### src/rtl/debounce_pkg.sv
// Shared definitions for the debounce bank: pulse FSM encoding and
// the integrator saturation limit.
package debounce_pkg;

  // Pulse-mode FSM states, 2-bit encoding.
  typedef enum logic [1:0] {
    ST_WAIT = 2'd0,
    ST_SIG  = 2'd1,
    ST_DEAS = 2'd2
  } pulse_state_t;

  // Saturation value of an integrator that is w bits wide.
  function automatic int cnt_max(input int w);
    return (1 << w) - 1;
  endfunction

endpackage

### src/rtl/debounce_channel.sv
// One debounce channel: synchroniser, saturating integrator with
// hysteresis, edge strobes and an optional fixed-length pulse FSM.
module debounce_channel
  import debounce_pkg::*;
#(
  parameter int   CNT_WIDTH    = 10,
  parameter int   SYNC_STAGES  = 2,
  parameter int   PULSE_LENGTH = 0,
  parameter logic INVERT       = 1'b0
) (
  input  logic clk,
  input  logic rstn,
  input  logic in,
  output logic out,
  output logic rise,
  output logic fall
);

  localparam logic [CNT_WIDTH-1:0] MAX = CNT_WIDTH'(cnt_max(CNT_WIDTH));

  logic [SYNC_STAGES-1:0] r_sync;
  logic [CNT_WIDTH-1:0]   r_cnt;
  logic                   r_lvl;
  logic                   r_rise;
  logic                   r_fall;
  logic                   w_eff;
  logic                   w_at_max;
  logic                   w_at_zero;

  // Synchroniser chain; resets to the idle pad level so eff starts at 0.
  always_ff @(posedge clk) begin
    if (!rstn) begin
      r_sync <= {SYNC_STAGES{INVERT}};
    end else begin
      r_sync <= {r_sync[SYNC_STAGES-2:0], in};
    end
  end

  assign w_eff     = r_sync[SYNC_STAGES-1] ^ INVERT;
  assign w_at_max  = (r_cnt == MAX);
  assign w_at_zero = (r_cnt == '0);

  // Saturating integrator: counts toward the current effective level, never wraps.
  always_ff @(posedge clk) begin
    if (!rstn) begin
      r_cnt <= '0;
    end else if (w_eff && !w_at_max) begin
      r_cnt <= r_cnt + CNT_WIDTH'(1);
    end else if (!w_eff && !w_at_zero) begin
      r_cnt <= r_cnt - CNT_WIDTH'(1);
    end
  end

  // Hysteresis level plus edge strobes, all registered on the same edge.
  always_ff @(posedge clk) begin
    if (!rstn) begin
      r_lvl  <= 1'b0;
      r_rise <= 1'b0;
      r_fall <= 1'b0;
    end else begin
      r_rise <= w_at_max & ~r_lvl;
      r_fall <= w_at_zero & r_lvl;
      if (w_at_max) begin
        r_lvl <= 1'b1;
      end else if (w_at_zero) begin
        r_lvl <= 1'b0;
      end
    end
  end

  assign rise = r_rise;
  assign fall = r_fall;

  generate
    if (PULSE_LENGTH == 0) begin : g_level
      assign out = r_lvl ^ INVERT;
    end else begin : g_pulse
      localparam int            PW   = $clog2(PULSE_LENGTH + 1);
      localparam logic [PW-1:0] PLEN = PW'(PULSE_LENGTH);

      pulse_state_t  r_state;
      pulse_state_t  w_state_next;
      logic [PW-1:0] r_pcnt;
      logic [PW-1:0] w_pcnt_next;
      logic          w_pulse;

      // FSM state and pulse-length counter registers.
      always_ff @(posedge clk) begin
        if (!rstn) begin
          r_state <= ST_WAIT;
          r_pcnt  <= '0;
        end else begin
          r_state <= w_state_next;
          r_pcnt  <= w_pcnt_next;
        end
      end

      // Next state: one pulse per full press, rearmed only after cnt hits 0.
      always_comb begin
        w_state_next = r_state;
        w_pcnt_next  = r_pcnt;
        case (r_state)
          ST_WAIT: begin
            if (w_at_max) begin
              w_state_next = ST_SIG;
              w_pcnt_next  = PW'(1);
            end
          end
          ST_SIG: begin
            if (r_pcnt == PLEN) begin
              w_state_next = ST_DEAS;
            end else begin
              w_pcnt_next = r_pcnt + PW'(1);
            end
          end
          ST_DEAS: begin
            if (w_at_zero) begin
              w_state_next = ST_WAIT;
            end
          end
          default: begin
            w_state_next = ST_WAIT;
          end
        endcase
      end

      // Output decode: the pulse is high exactly while in SIG.
      always_comb begin
        w_pulse = (r_state == ST_SIG);
      end

      assign out = w_pulse ^ INVERT;
    end
  endgenerate

endmodule

### src/rtl/debounce_bank.sv
// Bank of independent debounce channels sharing one clock and reset.
module debounce_bank
  import debounce_pkg::*;
#(
  parameter int                  CHANNELS     = 4,
  parameter int                  CNT_WIDTH    = 10,
  parameter int                  SYNC_STAGES  = 2,
  parameter int                  PULSE_LENGTH = 0,
  parameter logic [CHANNELS-1:0] INVERT_MASK  = '0
) (
  input  logic                clk,
  input  logic                rstn,
  input  logic [CHANNELS-1:0] in,
  output logic [CHANNELS-1:0] out,
  output logic [CHANNELS-1:0] rise,
  output logic [CHANNELS-1:0] fall
);

  // One channel per input bit, each with its own polarity.
  generate
    for (genvar gi = 0; gi < CHANNELS; gi++) begin : g_ch
      debounce_channel #(
        .CNT_WIDTH    (CNT_WIDTH),
        .SYNC_STAGES  (SYNC_STAGES),
        .PULSE_LENGTH (PULSE_LENGTH),
        .INVERT       (INVERT_MASK[gi])
      ) u_channel (
        .clk  (clk),
        .rstn (rstn),
        .in   (in[gi]),
        .out  (out[gi]),
        .rise (rise[gi]),
        .fall (fall[gi])
      );
    end
  endgenerate

endmodule

### config.mk
export PLATFORM = sky130hd
export DESIGN_NAME = debounce_bank
export DESIGN_NICKNAME = d
export VERILOG_FILES = /design/src/rtl/debounce_pkg.sv /design/src/rtl/debounce_channel.sv /design/src/rtl/debounce_bank.sv
export SDC_FILE = /design/constraint.sdc
export NUM_CORES = 1
export LEC_CHECK = 0
export ABC_AREA = 1
export CELL_PAD_IN_SITES_DETAIL_PLACEMENT = 1
export CELL_PAD_IN_SITES_GLOBAL_PLACEMENT = 1
export CORE_UTILIZATION = 50
export CTS_BUF_LIST = sky130_fd_sc_hd__clkbuf_8
export DETAILED_ROUTE_END_ITERATION = 10
export GPL_ROUTABILITY_DRIVEN = 1
export PLACE_DENSITY = 0.95
export SLEW_MARGIN = 20
export SYNTH_ARGS = -nofsm -noshare
export SYNTH_HDL_FRONTEND = slang
export SYNTH_HIERARCHICAL = 1
export SYNTH_SLANG_ARGS = --single-unit
export TNS_END_PERCENT = 1
### constraint.sdc
create_clock -name clk -period 4.2 [get_ports clk]
set_input_delay 0.84 -clock clk [delete_from_list [all_inputs] [get_ports clk]]
set_output_delay 0.84 -clock clk [all_outputs]
set_load 0.02 [all_outputs]
==> impl_results.md <==
* Logic pwr share at 58.6%
* First-pass GRT wire length at 18.6 mm
* Pint at 0.00169 W
* CP Capture Type: register
* Drt total wl at 11.4 mm
* Mapped cell area at 0.00397 mm2
* Initial antenna violation count at 0
* GPL Wtd Cong at 0.836
* Mux share of post-synthesis cell area at 0%
* Hold_buf cts at 0
* Clock power frac at 14.2%
* First-pass DRT Iterations at 4
* Final hold vios at 0
* Seq pwr share at 27.2%
* YS warnings at 6
* Layout cells sized above 1 at 8.39%
* Overall die area at 0.00831 mm2
* Number of port buffers at 17
* Latest clock arrival within the worst-skew pair at 0.33 ns
* Core ar. at 0.00769 mm2
* Maximum clock rate at 0.387 GHz
* Slew Limit Fails at 0
* Reg clk slew, reported paths at 0.07 ns
* Final Skew at 0.00753 ns
* Via count of the first global-routing pass at 3994
* Syn avg cell area at 7.15 um2
* Post-Synthesis Cells at 556
* Multi-input logic area at 0.00244 mm2
* Initial core utilization at 51.7%
* Final ANT Viol Nets at 0
* Fin crit period at 2.58 ns
* Layout Nets at 622
* Die width at 91.2 um
* Pin count of the biggest net entering global routing at 21
* Peak supply drop at 268 uV
* Total CTS buffers at 9
* Final hold slack at 0.448 ns
* Utilization after layout at 57.2%
* WP data required at 4.40 ns
* Status: finished clean
* Postcts setup bufs at 0
* Critical path class: register to register
* Number of fillers in the final layout at 1011
* Data arrival, critical path at 2.79 ns
* Netlist cell types at 26
* Via density at 5.51
* Setup violators final at 0
* Seq. cell area at 0.00120 mm2
* Max clock buf depth at 2
* Root Driver: clkbuf_8
* Power Dens Cells at 754 mW/mm2
* ANT cells at 0
* Maxcap violations at 0
* Sequential share of the synthesized area at 30.2%
* Synth Area in Compound Gates at 13.1%
* CP Max Fanout at 10
* Pleak at 2.28 nW
* Area growth, synth to finish at 10.6%
* Post-synthesis simple-gate area fraction at 32.7%
* DRC at 0
* Die Ht at 91.2 um
* Fin crit share at 61.5%
* PostCTS Resize Cnt at 0
* Max-slew headroom at 35.0%
* Sw frac at 48.9%
* Post-synthesis sequential element count at 60
* Synth Area in Adders at 12.1%
* RSZ-0062 raised after global routing: no
* Net Switching at 0.00162 W
* Global-route usage over all layers at 28.2%
* Total grt overflow at 0
* Worst Setup Start Kind: register
* DR iter-0 viols at 97
* Syn_nets at 598
* I/O pin total at 18
* CTS H-tree lvls at 3
* Clock sink count at 60
* CTS tree: built
* Hold Crit Class: register to register
* Post-DP HPWL at 7.85 mm
* Worst-Margin Slew at 0.972 ns
* TNS Setup at 0 ns
* Post-synthesis xor/xnor area fraction at 3.53%
* Largest family of logic cells by synthesized area: simple AND/OR/NAND/NOR gates
* Vias at 3778
* Post-DR wirelength/cell at 16.6 um
* Site Rows at 32
[flip-flops by register name, summed over array words and instances, names as in the netlist]
name / cells
g_ch.u_channel/r_sync: 8
g_ch.u_channel/rise: 4
g_ch.u_channel/fall: 4
g_ch.u_channel/r_cnt: 40
g_ch.u_channel/out: 4
[stage by stage]
| step | power (W) | area (um2) | instances | setup WS (ns) |
|---|---|---|---|---|
| final | 0.00331 | 4400 | 686 | 1.62 |
| after CTS | 0.00331 | 4400 | 686 | 1.65 |
| after detailed placement | 0.00276 | 4230 | 671 | 1.51 |
| after global routing | 0.00359 | 4400 | 686 | 1.52 |
| after floorplan | 0.00235 | 3970 | 556 | 2.23 |
| after global placement | 0.00261 | 4230 | 671 | 1.60 |
[cells in the mapped netlist (all sizes together)]
library cell / n / share of area [%]
nand2: 164 / 16
or2: 8 / 1.3
o21bai: 4 / 0.76
ha: 32 / 10
a21oi: 56 / 7.1
buf: 4 / 1.1
o21ai: 12 / 3.8
a21o: 4 / 0.76
o31ai: 4 / 0.76
xor2: 8 / 1.8
nand3: 36 / 5.0
fa: 4 / 2.0
nor4: 4 / 0.63
xnor2: 8 / 1.8
inv: 76 / 7.2
dfxtp: 60 / 30
nor2: 64 / 7.3
nand3b: 8 / 2.8
[cells by family (layout without fill, tap and decap cells)]
group	after synthesis	in the layout
simple gates	284	284
compound gates	80	80
buf+inv	80	108
flops	60	60
fa+ha+maj	36	36
xor+xnor	16	16
[placed cells by master, fill, tap and decap left out, types with 5 or more instances in the layout]
cell and count:
nor2_2 8, clkdlybuf4s50_1 17, or2_1 5, nand3_1 32, xor2_1 8, nand2_1 160
ha_1 32, xnor2_1 8, clkbuf_8 11, a21oi_1 56, nor2_1 52, dfxtp_1 60
o21ai_4 8, inv_1 77
[critical path, stage by stage (launching register included)]
cell      delay, ns
dfxtp_1        0.53
nand2_1        0.11
nand3b_4       0.18
nand2_2        0.24
inv_1          0.14
fa_1           0.44
o21ai_1        0.32
nand3_1        0.20
nand2_1        0.11
nand2_1        0.05
nand2_1        0.05
a21oi_1        0.06
[power groups by stage]
stage | logic [W] | clock network [W] | registers, W
finish | 0.00194 | 0.000471 | 0.000900
global placement | 0.00173 | 0 | 0.000887
detailed placement | 0.00186 | 0 | 0.000902
CTS | 0.00193 | 0.000480 | 0.000896
global route | 0.00217 | 0.000499 | 0.000915
floorplan | 0.00151 | 0 | 0.000841
[worst paths after layout]
kind	from	endpoint	slack [ns]	cells after the start
min	g_ch[2].u_channel/r_sync[0]	g_ch[2].u_channel/r_sync[1]	0.45	2
min reg2reg	g_ch[2].u_channel/r_sync[0]	g_ch[2].u_channel/r_sync[1]	0.45	2
max	g_ch[3].u_channel/r_cnt[0]	g_ch[3].u_channel/r_cnt[8]	1.62	11
max reg2reg	g_ch[3].u_channel/r_cnt[0]	g_ch[3].u_channel/r_cnt[8]	1.62	11
[layer usage]
| metal | GRT usage, % | vias to the layer above | wire length (um) |
|---|---|---|---|
| met1 | 31.1 | 1850 | 4710 |
| met2 | 54.0 | 81 | 6180 |
| li1 | - | 1824 | - |
| met4 | 11.0 | 0 | 190 |
| met3 | 3.85 | 23 | 338 |
| met5 | 0 | - | 0 |
[final cells by class]
type / count / share of cell area, %
flip-flops and latches: 60 / 27.3
clock buffers: 11 / 3.44
well taps: 102 / 2.90
repair buffers: 17 / 3.87
inverters: 76 / 6.49
clock inverters: 4 / 0.399
multi-input cells: 416 / 55.6
(Power assumes the default switching activity.)
